File: src/rtl/safe_code_controller.sv
// Keypad safe controller: code entry, check, open/relock, reprogramming
// and lockout after repeated failures, sharing one down-counting timer.
module safe_code_controller #(
  parameter int CODE_LEN = 4,
  parameter logic [CODE_LEN*4-1:0] DEFAULT_CODE = 16'h1234,
  parameter int ENTRY_TIMEOUT = 50_000_000,
  parameter int OPEN_TIME = 250_000_000,
  parameter int LOCKOUT_TIME = 500_000_000,
  parameter int MAX_TRIES = 3
) (
  input  logic       clk,
  input  logic       rst,
  input  logic       digit_valid,
  input  logic [3:0] digit_in,
  input  logic       enter_pulse,
  input  logic       clear_pulse,
  input  logic       set_pulse,
  output logic       unlocked,
  output logic       alarm,
  output logic       error,
  output logic [2:0] state,
  output logic [3:0] digit_count,
  output logic [2:0] fail_count
);

  localparam int W = CODE_LEN * 4;
  localparam int TM1 = (ENTRY_TIMEOUT > OPEN_TIME) ? ENTRY_TIMEOUT : OPEN_TIME;
  localparam int TMAX = (TM1 > LOCKOUT_TIME) ? TM1 : LOCKOUT_TIME;
  localparam int TW = (TMAX > 2) ? $clog2(TMAX) : 1;
  localparam logic [TW-1:0] ET_LD = TW'(ENTRY_TIMEOUT - 1);
  localparam logic [TW-1:0] OT_LD = TW'(OPEN_TIME - 1);
  localparam logic [TW-1:0] LT_LD = TW'(LOCKOUT_TIME - 1);
  localparam logic [3:0] LEN4 = 4'(CODE_LEN);
  localparam logic [2:0] MAX3 = 3'(MAX_TRIES);

  typedef enum logic [2:0] {
    IDLE    = 3'd0,
    ENTRY   = 3'd1,
    CHECK   = 3'd2,
    OPEN    = 3'd3,
    PROG    = 3'd4,
    LOCKOUT = 3'd5
  } state_t;

  state_t st_q, st_n;
  logic [W-1:0] code_q, code_n;
  logic [W-1:0] buf_q, buf_n;
  logic [3:0] cnt_q, cnt_n;
  logic [2:0] fail_q, fail_n;
  logic [TW-1:0] tmr_q, tmr_n;
  logic err_q, err_n;

  logic do_clr, do_ent, do_set, do_dig;
  logic full, match;
  logic [W-1:0] shifted;
  logic [2:0] fail_inc;

  // Highest-priority pulse wins; the rest of that cycle is dropped
  assign do_clr = clear_pulse;
  assign do_ent = enter_pulse && !clear_pulse;
  assign do_set = set_pulse && !enter_pulse && !clear_pulse;
  assign do_dig = digit_valid && !set_pulse && !enter_pulse && !clear_pulse;

  assign full = (cnt_q == LEN4);
  assign match = full && (buf_q == code_q);
  assign shifted = {buf_q[W-5:0], digit_in};
  assign fail_inc = fail_q + 3'd1;

  always_comb begin
    st_n = st_q;
    code_n = code_q;
    buf_n = buf_q;
    cnt_n = cnt_q;
    fail_n = fail_q;
    err_n = 1'b0;
    tmr_n = (tmr_q == '0) ? '0 : tmr_q - TW'(1);
    unique case (st_q)
      IDLE: begin
        if (do_dig) begin
          buf_n = {{(W-4){1'b0}}, digit_in};
          cnt_n = 4'd1;
          st_n = ENTRY;
        end
      end
      ENTRY: begin
        if (do_clr) begin
          buf_n = '0;
          cnt_n = '0;
          st_n = IDLE;
        end else if (do_ent) begin
          err_n = !match;
          st_n = CHECK;
        end else if (do_dig && !full) begin
          buf_n = shifted;
          cnt_n = cnt_q + 4'd1;
          tmr_n = ET_LD;
        end else if (tmr_q == '0) begin
          buf_n = '0;
          cnt_n = '0;
          st_n = IDLE;
        end
      end
      CHECK: begin
        buf_n = '0;
        cnt_n = '0;
        if (match) begin
          fail_n = '0;
          st_n = OPEN;
        end else begin
          fail_n = fail_inc;
          st_n = (fail_inc == MAX3) ? LOCKOUT : IDLE;
        end
      end
      OPEN: begin
        if (do_ent) begin
          st_n = IDLE;
        end else if (do_set) begin
          buf_n = '0;
          cnt_n = '0;
          st_n = PROG;
        end else if (tmr_q == '0) begin
          st_n = IDLE;
        end
      end
      PROG: begin
        if (do_clr) begin
          buf_n = '0;
          cnt_n = '0;
        end else if (do_ent) begin
          if (full) code_n = buf_q;
          else err_n = 1'b1;
          buf_n = '0;
          cnt_n = '0;
          st_n = OPEN;
        end else if (do_dig && !full) begin
          buf_n = shifted;
          cnt_n = cnt_q + 4'd1;
        end
      end
      LOCKOUT: begin
        if (tmr_q == '0) begin
          fail_n = '0;
          st_n = IDLE;
        end
      end
      default: st_n = IDLE;
    endcase
    // Every state entry reloads the shared timer
    if (st_n != st_q) begin
      unique case (st_n)
        ENTRY:   tmr_n = ET_LD;
        OPEN:    tmr_n = OT_LD;
        LOCKOUT: tmr_n = LT_LD;
        default: tmr_n = '0;
      endcase
    end
  end

  always_ff @(posedge clk) begin
    if (rst) begin
      st_q <= IDLE;
      code_q <= DEFAULT_CODE;
      buf_q <= '0;
      cnt_q <= '0;
      fail_q <= '0;
      tmr_q <= '0;
      err_q <= 1'b0;
    end else begin
      st_q <= st_n;
      code_q <= code_n;
      buf_q <= buf_n;
      cnt_q <= cnt_n;
      fail_q <= fail_n;
      tmr_q <= tmr_n;
      err_q <= err_n;
    end
  end

  assign unlocked = (st_q == OPEN) || (st_q == PROG);
  assign alarm = (st_q == LOCKOUT);
  assign error = err_q;
  assign state = st_q;
  assign digit_count = cnt_q;
  assign fail_count = fail_q;

endmodule
File: config.mk
export PLATFORM = sky130hd
export DESIGN_NAME = safe_code_controller
export DESIGN_NICKNAME = d
export VERILOG_FILES = /design/src/rtl/safe_code_controller.sv
export SDC_FILE = /design/constraint.sdc
export NUM_CORES = 1
export LEC_CHECK = 0
export CAP_MARGIN = 20
export CORE_UTILIZATION = 59
export DETAILED_ROUTE_END_ITERATION = 10
export PLACE_DENSITY = 0.9
export SLEW_MARGIN = 20
export SYNTH_ARGS = -nofsm -noshare
export SYNTH_HDL_FRONTEND = slang
export SYNTH_SLANG_ARGS = --single-unit
export TNS_END_PERCENT = 100
File: constraint.sdc
create_clock -name clk -period 3.7 [get_ports clk]
set_input_delay 0.925 -clock clk [delete_from_list [all_inputs] [get_ports clk]]
set_output_delay 0.925 -clock clk [all_outputs]
set_load 0.005 [all_outputs]
# --- After elaboration in Yosys (flattened, before gate mapping) ---
# Cells that the tools add are included.
totals:
  regBits: 72
  input_bits: 10
op_classes:
  add_sub_neg: 3
  n_eq_ne: 19
  n_mux: 50
  n_bitwise: 1
  n_reduce_logical: 21
op_table:
  columns: ["cell", "count"]
  rows:
  - ["29-bit 2-to-1 mux", 6]
  - ["16-bit 2-to-1 mux", 10]
  - ["29-bit case mux with 3 select lines", 1]
  - ["16-bit case mux with 5 select lines", 1]
  - ["4-bit 2-to-1 mux", 10]
  - ["3-bit 2-to-1 mux", 13]
  - ["29-bit logical NOT", 1]
  - ["29-bit by 1-bit subtractor with 29-bit output, second input constant", 1]
  - ["4-bit case mux with 5 select lines", 1]
  - ["3-bit case mux with 6 select lines", 1]
  - ["16-bit == test", 1]
  - ["3-bit by 2-bit == test with 1-bit output, second input constant", 4]
  - ["3-bit == test, second input constant", 3]
  - ["1-bit logical AND", 8]
  - ["4-bit != test, second input constant", 2]
  - ["7-bit AND reduction", 1]
  - ["3-bit by 1-bit == test with 1-bit output, second input constant", 2]
  - ["2-bit != test, second input constant", 3]
  - ["3-bit case mux with 2 select lines", 1]
  - ["1-bit logical NOT", 5]
  - ["1-bit 2-to-1 mux", 5]
  - ["5-bit nonzero test", 1]
  - ["4-bit by 1-bit adder with 4-bit output, second input constant", 1]
  - ["4-bit by 3-bit == test with 1-bit output, second input constant", 1]
  - ["other kinds (11)", 11]

# --- Logic depth before layout (Yosys ltp) ---
# Gate-level depths: netlist of run 1.
depth:
  word_depth: 12
  depth_mapped: 10
  ltp_nobuf: 9

# --- Least setup slack after synthesis of run 1 ---
# Ideal clock, no wire load.
synth_timing:
  path_kind: "flip-flop to flip-flop"
  startpoint: "register tmr_q[9]"
  endpoint: "register tmr_q[22]"
  arrival_ps: 2976
  setup_slack_ps: 594
  stages_incl_launch_ff: 11
  path_buffers: 3
  path_cell_list: "dfxtp_1 > or4_4 > or4_1 > buf_2 > or4_1 > buf_2 > a21o_4 > o21a_1 > o21ai_4 > buf_6 > o21ai_1"
synth_via:
  elab_chain_len: 9
synth_lines:
  columns: ["item", "line", "source"]
  rows:
  - ["from (decl)", "50", "logic [TW-1:0] tmr_q, tmr_n;"]
  - ["from (signal assigned)", "174", "tmr_q <= tmr_n;"]
  - ["branches (longest 8 deep; another with 29-bit by 1-bit subtractor with 29-bit output)", null, null]
  - ["29-bit 2-to-1 mux (*)", "149", "if (st_n != st_q) begin"]
# Mark *: on every way between the ends.
# A chain may end at the register's enable or synchronous reset.

# --- Worst setup path after layout of run 1 ---
layout_timing:
  startpoint: "register tmr_q[9]"
  endpoint: "register tmr_q[9]"
# The elaborated chain is that of the path after synthesis.

==> out/metrics.yaml, run 1 <==
synthesis:
  synth_nets: 483
  synth_edf_count: 0
  synth_fa_ha_area_share_pct: 1.998
  syn_avg_cell_area_um2: 8.046
  ys_seq_area_share_pct: 38.36
  synth.distinct_cells: 57
  synthCells: 467
  syn_area_um2: 3757
  synth_ff_type: "dfxtp_1"
  synth_top_family_by_area: "simple AND/OR/NAND/NOR gates"
  synth-seq-cells: 72
  synth_xor_area_share_pct: 9.091
  ys_warn_count: 0
  async_flop_share_pct: 0
  synth_compound_area_share_pct: 19.08
  yosys.area_share.simple_pct: 27.91
  synthMuxAreaShare_pct: 0
pwr:
  ir_drop_v: 0.0005992
  p_leak_nw: 1.631
  power.density_nw_per_um2: 645.3
  power_mw: 2.751
critical_path:
  critical_path.cell_chain: "or4_4, or4_1, or4_1, a21o_4, o21a_1, o21ai_4, buf_4, o32ai_1"
  start_kind: "register"
  worst-path-max-fanout: 12
  end_kind: "register"
  critPathMostFrequentCell: "or4_1"
  critical_path_class: "register to register"
  arrival_ns: 3.60
  max_stage_delay_ns: 0.61
  cp_slowest_cell: "or4_1"
  required_ns: 3.92
global_route:
  grt.total_usage_pct: 30.11
  grt_pass1_wl_mm: 15.22
  antenna_found_initial: 0
  grt_max_degree: 33
  overflow: 0
  grt_pass1_vias: 3354
cells_and_area:
  area_growth_pct: 13.45
  fillers: 434
  n_antenna_cell: 0
  fin_nets: 505
  drive_above_1_share_pct: 9.109
sta:
  fin_setup_tns_ns: 0
  fin_crit_sh_pct: 91.39
  fin_skew_ns: 0.01245
  setup_viol: 0
  grt_setup_unrepaired: "no"
  hold_violations: 0
  worstMarginPinSlew_ns: 0.6542
  drv_slew: 0
  finalCriticalPeriod_ns: 3.381
  slew_headroom_pct: 56.33
  fmax_mhz: 295.7
floorplanning:
  start_util_pct: 62.35
  dieArea_um2: 6691
  chipHeight_um: 81.80
  die_w_um: 81.80
  io_pins: 23
  core_um2: 6026
  num_rows: 28
cts:
  htree_num_levels: 3
  cts_made_buffers: 9
  postCtsSetupBuffers: 0
  cts_hold_buf: 0
  clkSlewWorstSetupHoldPaths_ns: 0.08
  clock_sinks: 72
  cts_buffer_depth: 2
  clockRootBuffer: "clkbuf_8"
  post_cts_resized: 0
  worstSkewPairLatency_ns: 0.36
  cts_tree: "built"
routing:
  drt-pass1-iter-count: 5
  vias: 3590
  drc: 0
  post_drt_wl_per_cell_um: 16.51
  drt_iter0_drc: 363
  ant_nets: 0
  vias_per_cell: 6.309
  routed_wl_mm: 9.395
placement:
  dp_hpwl_mm: 6.274
  gp_routability_congestion: 0.8779
  portBuffers: 22
hold_path:
  hold_class: "register to register"
status:
  status: "complete, no violations"
job:
  drv_cap: 0
## layer usage
layer	vias to the layer above	global-route usage (%)	part of all wire [%]
met4	0	17.19	2.4
met2	185	45.70	46
met5	-	0	0
met1	1673	38.40	44
met3	26	7.889	7.7
li1	1706	-	-
## power by group
part / leakage, nW / total (mW) / switching, mW / internal [mW]
sequential: 0.584 / 1.05 / 0.140 / 0.905
combinational: 0.943 / 1.02 / 0.586 / 0.435
clock: 0.104 / 0.685 / 0.305 / 0.380
## worst paths after layout
path | start | end | slack (ns) | cells after the start
max | tmr_q[9]$_SDFF_PP0_ | tmr_q[9]$_SDFF_PP0_ | 0.32 | 8
min | code_q[8]$_SDFFE_PP0P_ | code_q[8]$_SDFFE_PP0P_ | 0.47 | 2
max reg2reg | tmr_q[9]$_SDFF_PP0_ | tmr_q[9]$_SDFF_PP0_ | 0.32 | 8
min reg2reg | code_q[8]$_SDFFE_PP0P_ | code_q[8]$_SDFFE_PP0P_ | 0.47 | 2
## area by class of cell
type | instances | area (um2) | share of cell area (%)
multi-input combinational | 365 | 2182 | 51.19
sequential | 72 | 1441 | 33.81
timing repair buffer | 33 | 302.8 | 7.103
clock buffer | 11 | 131.4 | 3.082
tap | 75 | 93.84 | 2.201
clock inverter | 5 | 81.33 | 1.908
inverter | 8 | 30.03 | 0.7044
## layout by cell type, fill, tap and decap left out, drive strengths merged, types with 4 or more instances in the layout
master          n
dfxtp          72
nand2          67
a21oi          56
o21ai          31
nor2           30
nand3          28
xor2           22
clkdlybuf4s50  22
nor3           18
xnor2          17
nor4           13
buf            11
or4            11
clkbuf         11
inv             8
or3             7
or2             6
o31ai           6
ha              6
nand3b          4
o21a            4
o22ai           4
## state kept, by name, summed over array words and instances (netlist names)
signal and count:
error 1, buf_q 16, digit_count 4, fail_count 3
code_q 16, state 3, tmr_q 29
## metrics by stage
stage               worst slack (ns)  cell area [um2]  std cells  utilization [%]  hold slack, ns
CTS                           0.3453             4263        569            70.74          0.4714
finish                        0.3186             4263        569            70.74          0.4687
global route                  0.2018             4263        569            70.74          0.4975
detailed placement            0.3936             4050        553            67.21          0.4607
global placement              0.4792             4050        553            67.21          0.4537
floorplan                     0.5945             3757        467                -          0.4478
## cell usage after synthesis, types with 2 or more instances
cell | count | share of area, %
a211oi_1 | 2 | 0.40
a21oi_1 | 56 | 7.5
a221o_1 | 2 | 0.53
and2_1 | 2 | 0.33
and3_1 | 3 | 0.50
buf_2 | 2 | 0.27
buf_6 | 2 | 0.60
clkbuf_1 | 16 | 1.6
dfxtp_1 | 72 | 38
ha_1 | 6 | 2.0
inv_1 | 8 | 0.80
nand2_1 | 67 | 6.7
nand2b_1 | 3 | 0.50
nand3_1 | 28 | 3.7
nand3b_1 | 4 | 0.80
nand4b_1 | 2 | 0.47
nor2_1 | 30 | 3.0
nor3_1 | 15 | 2.0
nor3_2 | 2 | 0.53
nor3b_1 | 2 | 0.40
nor4_1 | 12 | 2.0
o21a_1 | 4 | 0.80
o21ai_0 | 13 | 1.7
o21ai_1 | 16 | 2.1
o21bai_1 | 2 | 0.40
o22ai_1 | 3 | 0.50
o31ai_1 | 6 | 1.2
or2_2 | 6 | 1.0
or3_1 | 7 | 1.2
or4_1 | 10 | 2.0
xnor2_1 | 17 | 4.0
xor2_1 | 22 | 5.1
## worst max-delay path: cells and delay by family (launching register included)
family,cells,cell delay (ns)
compound gates,4,0.90
buf+inv,1,0.23
simple gates,3,1.75
flops,1,0.36
## cell families after synthesis
| group | Yosys count |
|---|---|
| AND/OR/NAND/NOR | 202 |
| AO/OA/AOI/OAI | 118 |
| XOR/XNOR | 39 |
| flip-flops | 72 |
| buffers and inverters | 30 |
| adder cells (fa/ha/maj) | 6 |
No activity file was read; power rests on OpenSTA's default activity.
==> inputs of run 2 (changes only) <==
clock period = 3.5 ns   (was 3.7 ns; I/O delays follow)
==> run 2 against run 1 <==
Net effect:
- routed wire length down 4.5%
- clock skew increased by 0.0026 ns
- fmax increased by 6.5%
- clock power up 3.9%
- die area did not move
- sequential cell count unchanged
- critical path depth stayed put
- combinational power up 6%
- register-to-register slack hardly changed
==> out/metrics.yaml, run 2 (synthesis gave the netlist of run 1 again) <==
job:
  drv_cap: 0  # unchanged
cts:
  clock_sinks: 72  # unchanged
  htree_num_levels: 3  # unchanged
  post_cts_resized: 0  # unchanged
  cts_made_buffers: 9  # unchanged
  cts_tree: "built"
  cts_buffer_depth: 2  # unchanged
  cts_hold_buf: 0  # unchanged
  worstSkewPairLatency_ns: 0.35  # about the same
  clkSlewWorstSetupHoldPaths_ns: 0.07  # about the same
  clockRootBuffer: "clkbuf_8"
  postCtsSetupBuffers: 0  # unchanged
cells_and_area:
  seqCellArea_um2: 1441  # unchanged
  final_common_cell: "dfxtp_1"
  n_antenna_cell: 0  # unchanged
  multi_input_area_um2: 2182  # unchanged
  drive_above_1_share_pct: 9.312  # +0.20 points
  largest_reg_flops: 29  # unchanged
  regMostFlops: "tmr_q"
  top_regs: "tmr_q: 29 flops, buf_q: 16 flops, code_q: 16 flops"
  final_cell_mix: "72 x dfxtp_1, 67 x nand2_1, 56 x a21oi_1, 30 x nor2_1, 28 x nand3_1"
  fin_nets: 505  # unchanged
  fillers: 448  # +3.2%
  area_growth_pct: 13.59
  fin_util_pct: 70.83  # +0.083 points
pwr:
  p_leak_nw: 1.640  # +0.57%
  ir_drop_v: 0.0006236  # +4.1%
  power.density_nw_per_um2: 677.6  # +5.0%
critical_path:
  critPathMostFrequentCell: "or4_1"
  rr_worst_depth: 8  # unchanged
  cp-endpoint: "tmr_q[7]$_SDFF_PP0_"
  r2r_start: "tmr_q[9]$_SDFF_PP0_"
  cp.depth: 8  # unchanged
  worst-path-max-fanout: 28  # +16
  end_kind: "register"
  cp_slowest_cell: "or4_1"
  critical_path.cell_chain: "or4_4, or4_1, or4_1, a21o_4, nor3_4, o21ai_4, buf_4, o31ai_1"
  required_ns: 3.75  # -0.17 ns
  ff2ff_setup_slack_ns: 0.32  # about the same
  reg2reg_to: "tmr_q[7]$_SDFF_PP0_"
  arrival_ns: 3.43  # -0.17 ns
  cp_top_family: "simple AND/OR/NAND/NOR gates"
  critical_path_class: "register to register"
  path_buf_inv: 1  # unchanged
  start_kind: "register"
  max_stage_delay_ns: 0.59  # -0.02 ns
  crit_path_start: "tmr_q[9]$_SDFF_PP0_"
floorplanning:
  start_util_pct: 62.35  # unchanged
  num_rows: 28  # unchanged
  chipHeight_um: 81.80  # unchanged
  io_pins: 23  # unchanged
  dieArea_um2: 6691  # unchanged
  core_um2: 6026  # unchanged
  die_w_um: 81.80  # unchanged
sta:
  grt_setup_unrepaired: "no"
  finalCriticalPeriod_ns: 3.176  # -0.2056 ns
  worstMarginPinSlew_ns: 0.6140  # -0.04020 ns
  fin_crit_sh_pct: 90.74  # -0.65 points
  setup_viol: 0  # unchanged
  fmax_mhz: 314.9  # +6.5%
  fin_skew_ns: 0.01509  # +0.002636 ns
  hold_violations: 0  # unchanged
  slew_headroom_pct: 59.01  # +2.7 points
  hold_slack_ns: 0.4684  # -0.0003750 ns
  drv_slew: 0  # unchanged
  fin_setup_tns_ns: 0  # unchanged
global_route:
  grt_pass1_wl_mm: 14.53  # -4.5%
  overflow: 0  # unchanged
  grt_max_degree: 35  # +6.1%
  grt_pass1_vias: 3114  # -7.2%
  grt.total_usage_pct: 28.63  # -1.5 points
  antenna_found_initial: 0  # unchanged
routing:
  drt-pass1-iter-count: 5  # unchanged
  vias: 3573  # -0.47%
  routed_wl_mm: 8.975  # -4.5%
  ant_nets: 0  # unchanged
  drt_iter0_drc: 356  # -1.9%
  post_drt_wl_per_cell_um: 15.77  # -4.5%
  vias_per_cell: 6.279  # -0.47%
  drc: 0  # unchanged
status:
  status: "complete, no violations"
hold_path:
  hold_class: "register to register"
placement:
  gp_routability_congestion: 0.9204  # +4.8%
  portBuffers: 22  # unchanged
  dp_hpwl_mm: 6.052  # -3.5%
[run 2: per-layer routing]
layer  vias up  wire [um]  GRT usage [%]  part of all wire, %
li1       1714          -              -                    -
met5         -          0              0                    0
met3        16        646          7.889                  7.2
met4         0        130          11.58                  1.4
met2       173       4106          42.98                   46
met1      1670       4091          38.55                   46
[run 2: tightest hold or removal path, stage by stage (launching register included)]
cell,delay [ns]
dfxtp_1,0.32
nand2_1,0.05
a21oi_1,0.05
[run 2: layout make-up]
| type | instances | area share [%] |
|---|---|---|
| Timing Repair Buffer | 33 | 7.095 |
| Inverter | 8 | 0.7036 |
| Sequential cell | 72 | 33.77 |
| Clock buffer | 14 | 4.280 |
| Multi-Input combinational cell | 365 | 51.13 |
| Tap cell | 75 | 2.199 |
| Clock inverter | 2 | 0.8209 |
[run 2: worst min path at each step]
stage,start,endpoint,cells past startpoint
2_1_floorplan,code_q[10]$_SDFFE_PP0P_,code_q[10]$_SDFFE_PP0P_,2
3_3_place_gp,code_q[1]$_SDFFE_PP0P_,code_q[1]$_SDFFE_PP0P_,2
3_5_place_dp,code_q[3]$_SDFFE_PP0P_,code_q[3]$_SDFFE_PP0P_,2
4_1_cts,code_q[3]$_SDFFE_PP0P_,code_q[3]$_SDFFE_PP0P_,2
5_1_grt,code_q[3]$_SDFFE_PP0P_,code_q[3]$_SDFFE_PP0P_,2
6_report,code_q[3]$_SDFFE_PP0P_,code_q[3]$_SDFFE_PP0P_,2
[run 2: per-stage QoR]
stage	area [um2]	setup slack, ns	power [mW]	std cells
2_1_floorplan	3757	0.3945	1.933	467
6_report	4268	0.3242	2.892	569
3_5_place_dp	4050	0.3281	2.163	553
3_3_place_gp	4050	0.4023	2.119	553
5_1_grt	4268	0.2272	3.061	569
4_1_cts	4268	0.3526	2.875	569
[run 2: report_power, final]
| part | internal (mW) | switching [mW] | total, mW |
|---|---|---|---|
| Combinational | 0.478 | 0.604 | 1.08 |
| Clock | 0.407 | 0.305 | 0.712 |
| Sequential | 0.957 | 0.141 | 1.10 |
==> inputs of run 3 (changes only) <==
SLEW_MARGIN = 25   (was 20)
==> results of run 3 <==
Same layout as run 2: the final DEF is identical, and so are final timing and power.
==> variant: new RTL, flow settings as in run 2 <==
One comparison of `cnt_q` changes from == to >=.
--- a/src/rtl/safe_code_controller.sv
+++ b/src/rtl/safe_code_controller.sv
@@ -63,3 +63,3 @@
 
-  assign full = (cnt_q == LEN4);
+  assign full = (cnt_q >= LEN4);
   assign match = full && (buf_q == code_q);
Function: same outputs for any inputs over 10 cycles, from zero or initial values and one cycle with rst high; that may be too few to reach the edited logic, so the function may still have changed.
==> variant against run 2 <==
Worst setup slack got worse by 0.020 ns; die area fell by 0.78%; power fell by 3.3%; global-route usage fell by 0.60 points; clock power fell by 21%; sequential cell count did not move; final area fell by 2.7%; core utilization fell by 1.5 points; area after synthesis fell by 0.80%; wire length fell by 2.0%.
==> variant: results (changes against run 2) <==
outcome=completed; Max clock buf depth=2 (unchanged); Placed Cells=543 (-1.8%); leakage power=1.45 nW (-12%); fraction of layout cells with a size suffix above 1=7.47% (-1.8 points); vias in the first global route=3161 (+1.5%); CP max stage cell=dfxtp_1; Logic inverters=7 (-1); Largest regs=tmr_q (29), buf_q (16), code_q (16); vias=3452 (-3.4%); top post-synthesis cells by count=72 x dfxtp_1, 59 x nand2_1, 43 x a21oi_1; via/cell ratio=6.20 (-1.3%); peak supply drop=0.517 mV (-17%); Non-CTS buffers=32 (-3.0%); worst slack, placed=0.0260 ns (-0.302 ns); synth warn=0 (unchanged); post-CTS setup buffers=0 (unchanged); clk_skew=0.00916 ns (-0.00593 ns); Multi-input gate area=0.00212 mm² (-2.7%); gpl congestion=0.923 (+0.32%); Slowest Stage Delay on Critical Path=0.63 ns (+0.04 ns); WP data arrival=2.32 ns (-1.11 ns); NumNets Final=494 (-2.2%); cts bufs inserted=9 (unchanged); Area contributors post-synth=dfxtp_1 39%, xnor2_1 8.0%, nand2_1 5.9%; clock buffer count=10 (-4); worst-path fanout max=15 (-46%); Final clock-cell share=3.86% (-1.2 points); first-pass GRT wire length=14300 µm (-1.9%); hold path depth=2 (unchanged); syn avg cell area=8.05 µm² (about the same); Filler cells=477 (+6.5%); drt initial violations=258 (-28%); Worst-path clk slew=0.07 ns (about the same); Rel. slew slack=33.8% (-25 points); Distinct cells, synth=52 (-8.8%); sequential cell area share=34.7% (+0.94 points); GRT Util Overall=28.0% (-0.60 points); Multi-input comb cells=357 (-2.2%); post-detail-place hpwl=5940 µm (-1.9%); Post-Syn Nets=478 (-1.0%); share of the yosys chip area belonging to registers=38.7% (+0.31 points); buffering overhead=7.41% (+0.32 points); Seq Cell Count=72 (unchanged); drt wl/cell=15.8 µm (about the same); Biggest Area Class=multi-input combinational cells
==> variant: path summary, 6_finish.rpt <==
check | slack [ns] | end | start
max | 0.30 | alarm | state[0]
min | 0.47 | code_q[10] | code_q[10]
max reg2reg | 0.80 | tmr_q[4] | state[2]
min reg2reg | 0.47 | code_q[10] | code_q[10]
==> variant: logic make-up (layout without fill, tap and decap cells) <==
logic type	Yosys count	after routing	synth area share (%)
and+or+nand+nor	188	188	25.2
AOI/OAI and AO/OA	122	122	20.0
DFF	72	72	38.7
xor gates and xnor gates	41	41	9.63
buffers and inverters	34	53	4.46
adders and majority gates	5	5	1.68
muxes	1	1	0.302
==> variant: report_power, final <==
group	switching, W	internal, W
combinational	0.000611	0.000493
sequential	0.000156	0.000969
clock	0.000301	0.000265
total	0.00107	0.00173
==> variant: metrics by stage <==
stage | utilization, % | cell area, µm² | total power [W]
6_report | 69.3 | 4150 | 0.00280
5_1_grt | 69.3 | 4150 | 0.00296
4_1_cts | 69.3 | 4150 | 0.00278
3_5_place_dp | 66.6 | 3990 | 0.00220
3_3_place_gp | 66.6 | 3990 | 0.00215
2_1_floorplan | - | 3730 | 0.00199
==> variant: layer usage <==
layer	global-route usage (%)	part of all wire [%]	routed length, µm	vias to the layer above
li1	-	-	-	1684
met1	35.9	45	3990	1624
met2	46.0	47	4120	119
met3	5.78	5.9	520	25
met4	10.7	1.9	168	0
met5	0	0	0	-
==> variant: worst max-delay path, delay by kind of cell (launching register included) <==
family	cells	cell delay (ns)
buffers and inverters	2	0.80
AND/OR/NAND/NOR	1	0.54
flip-flops	1	0.63
